### config.mk
export PLATFORM = sky130hd
export DESIGN_NAME = instr_prefetch
export DESIGN_NICKNAME = d
export VERILOG_FILES = /design/src/rtl/scc_pkg.sv /design/src/rtl/prefetch_fifo.sv /design/src/rtl/instr_prefetch.sv
export SDC_FILE = /design/constraint.sdc
export NUM_CORES = 1
export LEC_CHECK = 0
export CAP_MARGIN = 15
export CORE_AREA = 2 2 205 157
export DETAILED_ROUTE_END_ITERATION = 10
export DIE_AREA = 0 0 207 159
export GPL_ROUTABILITY_DRIVEN = 0
export PLACE_DENSITY_LB_ADDON = 0.08
export SYNTH_ARGS = -nofsm -noshare
export SYNTH_HDL_FRONTEND = slang
export SYNTH_SLANG_ARGS = --single-unit
export TNS_END_PERCENT = 50
### constraint.sdc
create_clock -name clk -period 5.55 [get_ports clk]
set_input_delay 1.665 -clock clk [delete_from_list [all_inputs] [get_ports clk]]
set_output_delay 1.665 -clock clk [all_outputs]
set_load 0.01 [all_outputs]
### src/rtl/scc_pkg.sv
// Shared front-end types and opcodes: queue entry layout and branch predecode helpers.
package scc_pkg;
  localparam int ADDR_W  = 32;
  localparam int INSTR_W = 32;

  localparam logic [6:0] OPC_BR_UNCOND = 7'b1100000;
  localparam logic [6:0] OPC_BR_COND   = 7'b1100001;

  typedef struct packed {
    logic [INSTR_W-1:0] instr;
    logic [ADDR_W-1:0]  pc;
  } pf_entry_t;

  function automatic logic is_br_uncond(input logic [INSTR_W-1:0] w);
    return w[31:25] == OPC_BR_UNCOND;
  endfunction

  // 16-bit signed byte offset relative to the branch's own pc; wraps mod 2^32.
  function automatic logic [ADDR_W-1:0] br_target(input logic [ADDR_W-1:0]  pc,
                                                  input logic [INSTR_W-1:0] w);
    return pc + {{16{w[15]}}, w[15:0]};
  endfunction
endpackage

### src/rtl/prefetch_fifo.sv
// In-order prefetch queue of pf_entry_t; flush empties it, push+pop on a full queue is legal.
module prefetch_fifo
  import scc_pkg::*;
#(
  parameter int DEPTH = 4
) (
  input  logic                   clk,
  input  logic                   reset,
  input  logic                   push,
  input  logic                   pop,
  input  logic                   flush,
  input  pf_entry_t              wdata,
  output pf_entry_t              rdata,
  output logic                   full,
  output logic                   empty,
  output logic [$clog2(DEPTH):0] count
);
  localparam int AW = $clog2(DEPTH);

  pf_entry_t     mem [DEPTH];
  logic [AW:0]   wr_ptr, rd_ptr;
  logic          do_push, do_pop;

  assign do_pop  = pop && !empty;
  assign do_push = push && (!full || do_pop);

  // Pointers carry one extra wrap bit so full and empty are distinguishable.
  always_ff @(posedge clk) begin
    if (reset || flush) begin
      wr_ptr <= '0;
      rd_ptr <= '0;
    end else begin
      if (do_push) wr_ptr <= wr_ptr + (AW+1)'(1);
      if (do_pop)  rd_ptr <= rd_ptr + (AW+1)'(1);
    end
  end

  always_ff @(posedge clk) begin
    if (do_push) mem[wr_ptr[AW-1:0]] <= wdata;
  end

  assign count = wr_ptr - rd_ptr;
  assign empty = (count == '0);
  assign full  = (count == (AW+1)'(DEPTH));
  assign rdata = mem[rd_ptr[AW-1:0]];
endmodule

### src/rtl/instr_prefetch.sv
// Sequential instruction prefetcher feeding IF; redirects flush the queue and squash in-flight reads.
// Define PREFETCH_BRANCH_PREDECODE_EN to follow unconditional branches as their words are queued.
module instr_prefetch
  import scc_pkg::*;
#(
  parameter int          DEPTH           = 4,
  parameter int          MAX_OUTSTANDING = 2,
  parameter logic [31:0] RESET_PC        = 32'h0000
) (
  input  logic               clk,
  input  logic               reset,
  output logic               imem_req,
  output logic [ADDR_W-1:0]  imem_addr,
  input  logic               imem_ready,
  input  logic               imem_rvalid,
  input  logic [INSTR_W-1:0] imem_rdata,
  output logic [INSTR_W-1:0] prefetch,
  output logic [ADDR_W-1:0]  prefetch_pc,
  output logic               prefetch_valid,
  input  logic               fetch_ready,
  input  logic               redirect_valid,
  input  logic [ADDR_W-1:0]  redirect_pc
);
  localparam int CW = $clog2(DEPTH) + 1;
  localparam int OW = $clog2(MAX_OUTSTANDING + 1);

  logic [ADDR_W-1:0] fetch_addr, resp_pc, int_target;
  logic [OW-1:0]     outstanding, drop_cnt;
  logic [CW-1:0]     count;
  logic              full, empty;
  logic              accept, rsp_take, pop, int_redir;
  pf_entry_t         head, push_entry;

  // A response is kept only when no older-stream words are still owed and no redirect is flushing.
  assign rsp_take   = imem_rvalid && (drop_cnt == '0) && !redirect_valid;
  assign push_entry = '{instr: imem_rdata, pc: resp_pc};

`ifdef PREFETCH_BRANCH_PREDECODE_EN
  assign int_redir  = rsp_take && is_br_uncond(imem_rdata);
  assign int_target = br_target(resp_pc, imem_rdata);
`else
  assign int_redir  = 1'b0;
  assign int_target = resp_pc;
`endif

  // Reserve a queue slot for every read in flight so a response always has room.
  assign imem_req = !reset && !redirect_valid && !int_redir && !full
                 && (outstanding < OW'(MAX_OUTSTANDING))
                 && ((int'(count) + int'(outstanding)) < DEPTH);
  assign imem_addr = fetch_addr;
  assign accept    = imem_req && imem_ready;
  assign pop       = !empty && fetch_ready && !redirect_valid;

  always_ff @(posedge clk) begin
    if (reset) begin
      fetch_addr  <= RESET_PC;
      resp_pc     <= RESET_PC;
      outstanding <= '0;
      drop_cnt    <= '0;
    end else begin
      outstanding <= outstanding + OW'(accept) - OW'(imem_rvalid);
      if (redirect_valid) begin
        fetch_addr <= redirect_pc;
        resp_pc    <= redirect_pc;
        drop_cnt   <= outstanding - OW'(imem_rvalid);
      end else if (int_redir) begin
        // The branch word itself is this cycle's response; everything behind it is stale.
        fetch_addr <= int_target;
        resp_pc    <= int_target;
        drop_cnt   <= outstanding - OW'(1);
      end else begin
        if (accept)   fetch_addr <= fetch_addr + 32'd4;
        if (rsp_take) resp_pc    <= resp_pc + 32'd4;
        if (imem_rvalid && drop_cnt != '0) drop_cnt <= drop_cnt - OW'(1);
      end
    end
  end

  prefetch_fifo #(.DEPTH(DEPTH)) u_fifo (
    .clk   (clk),
    .reset (reset),
    .push  (rsp_take),
    .pop   (pop),
    .flush (redirect_valid),
    .wdata (push_entry),
    .rdata (head),
    .full  (full),
    .empty (empty),
    .count (count)
  );

  assign prefetch_valid = !empty;
  assign prefetch       = empty ? '0 : head.instr;
  assign prefetch_pc    = empty ? '0 : head.pc;
endmodule

==> metrics.md <==
| Metric | Value |
|---|---|
| WL per Instance | 20.25 um |
| # IOs | ~170 |
| Nets | between 1k and 1.5k |
| Worst Clk Skew | ~0.014 ns |
| Post-synth ARST share | 0% |
| Slew Limit Headroom | roughly a quarter |
| Final period util | around nine tenths |
| Type of the worst setup path | reg -> out |
| IO buf count | about 170 |
| CP endpoint kind | output pin |
| H-tree Lvls | 2 |
| Initial antenna violation count | 1 |
| Vias in the first global route | just over 8k |
| Post_cts resized | 0 |
| Via count | 8,191 |
| Die ar. | roughly 33,000 sq um |
| P&R area growth vs syn | 24.34% |
| Reg clk slew, reported paths | about 0.06 ns |
| Synth Net Count | roughly 1,000 |
| Post-CTS Setup Bufs | 0 |
| GRT Total Usage | a little under a fifth |
| #FFs+latches synth | between 300 and 400 |
| Drc violations | 0 |
| Status | finished, final reports clean |
| XOR/XNOR share of the synthesized area | a little under 3% |
| Die width | slightly above 200 um |
| Share of layout cells above drive strength 1 | between 10% and 20% |
| CTS sink cnt | approximately 330 |
| Starting Density | approximately 45% |
| Root buffer cell | clkbuf_16 |
| Post-CTS Hold Fix Bufs | 0 |
| Drt via density | approximately 5.4 |
| Final Hold Viols | 0 |
| Max Clock Freq | just under 200 MHz |
| Worst min-delay path category | reg -> reg |
| Simple-gate share of the synthesized area | a little over a tenth |
| Avg Inst Size Synth | approximately 15 sq um |
| Critical-path maximum fanout | 45 |
| Slew Viols, Final | 0 |
| Post-synthesis sequential area ratio | 66.98% |
| Dpl ws | slightly below 0.7 ns |
| Crit path DAT | approximately 3.4 ns |
| Main combinational cell family by area after synthesis | multiplexers |
| Num CTS Buffers | 35 |
| Violation count after the first detailed-route iteration | 653 |
| Max-cap viol count | 0 |
| Number of flops mapped to enable cells by yosys | about 260 |
| Mapped cell area | roughly 14,000 sq um |
| Routed WL | around 30,000 um |
| DPL Wire Length | a little under 20,000 um |
| Total grt overflow | 0 |
| Core area | 30,830 sq um |
| # diodes | 0 |
| Global-route wire length before repair | between 40,000 and 50,000 um |
| Final TNS setup | 0 ns |
| Util after Layout | 55.45% |
| PwrDens | about 320 nW/um^2 |
| Final Setup Violations | 0 |
| Post-Synth Adder-Cell Area | under 10% |
| Top FF cell, synth | edfxtp_1 |
| Post-Syn Instances | just over 900 |
| Post-synthesis compound-gate area fraction | roughly 5.1% |
| Critical Path RT | about 3.9 ns |
| Die Y | ~160 um |
| YS warnings | 0 |
| Crit path time final | 5.037 ns |
| Peak supply drop | between 0.15 and 0.2 mV |
| TritonCTS clock tree | yes |
| Final setup margin | roughly 0.51 ns |
| Clock Tree Buf Depth | 3 |
| Final ANT Viol Nets | 0 |
| Post-synthesis mux area share | between 10 and 15% |
| Pin count of the biggest net entering global routing | between 60 and 70 |
| Drt pass-1 iters | 5 |
| Startpoint types | register |
| Tightest Pin Transition | about 1.1 ns |
| Unrepaired setup endpoints after global routing | no |
| Clk Latency, worst-skew pair | roughly 0.51 ns |
| Static leakage | between 5 and 6 nW |
| Netlist cell types | 51 |
| Rows | between 50 and 60 |
-- placed cells by master (no fill, tap or decap), types with 29 or more instances in the layout --
master	n
clkdlybuf4s50_1	165
dfxtp_1	74
xor2_1	29
and2_1	65
mux4_2	64
edfxtp_1	256
a21oi_1	39
nand2_1	45
nor2_1	43
clkbuf_16	36
-- worst max-delay path: stages, from the launching register on --
cell	delay (ns)
dfxtp_1	0.34
inv_1	0.11
ha_1	0.14
inv_1	0.04
fa_1	0.37
xnor3_1	0.34
or3b_4	0.54
buf_4	0.30
and2_1	0.14
clkdlybuf4s50_1	0.53
-- area by class of cell --
type | count | area (sq um)
flip-flops and latches | 332 | 9214
inverters | 25 | 93.84
fillers | 2568 | 13730
multi-input cells | 505 | 4273
repair buffers | 185 | 1884
clock buffers | 47 | 952.2
clock inverters | 17 | 170.2
well taps | 406 | 508.0
-- sequential cells by signal (all words and copies together) (netlist names), named ones only --
register / cells
drop_cnt: 2
imem_addr: 32
u_fifo.rd_ptr: 3
u_fifo.mem: 256
int_target: 32
outstanding: 2
u_fifo.wr_ptr: 3
-- cell usage after synthesis, types with 19 or more instances --
library cell	n	area, sq um
a21oi_1	39	195.2
inv_1	23	86.33
nand2_1	45	168.9
xor2_1	29	254.0
and2_1	69	431.7
mux4_2	64	1441
nand4_1	23	143.9
dfxtp_1	76	1521
edfxtp_1	256	7687
nand3_1	23	115.1
nor2_1	43	161.4
clkbuf_1	37	138.9
a211oi_1	19	142.6
-- routing by layer --
metal,GRT usage [%],part of all wire (%)
met5,0,0.042
met4,3.831,1.4
met3,3.787,6.3
met2,27.18,43
met1,28.95,49
-- per-stage QoR --
step                std cells  cell area, sq um  power (W)  hold slack (ns)
global placement         1453             15970   0.003300           0.4433
CTS                      1517             17090   0.005584           0.4565
floorplan                 911             13750   0.003067           0.4600
detailed placement       1453             15970   0.003304           0.4483
finish                   1517             17100   0.005514           0.4569
global route             1517             17100   0.005733           0.4673
-- cell families after synthesis --
group,Yosys count
DFF,332
xor gates and xnor gates,44
adders and majority gates,14
buffers and inverters,74
and+or+nand+nor,266
muxes,71
AOI/OAI and AO/OA,110
-- final timing paths --
| check | startpoint | endpoint | slack [ns] | cells past startpoint |
|---|---|---|---|---|
| hold reg to reg | imem_addr[0] | imem_addr[0] | 0.46 | 2 |
| setup / recovery | u_fifo.wr_ptr[0] | prefetch[17] | 0.51 | 9 |
| hold / removal | imem_addr[0] | imem_addr[0] | 0.46 | 2 |
| setup reg to reg | u_fifo.wr_ptr[0] | imem_addr[24] | 1.81 | 11 |
-- where the power goes --
part           switching (W)  internal, W
sequential         0.0000735      0.00275
combinational       0.000199     0.000225
clock               0.000915      0.00135
(Power assumes the default switching activity.)
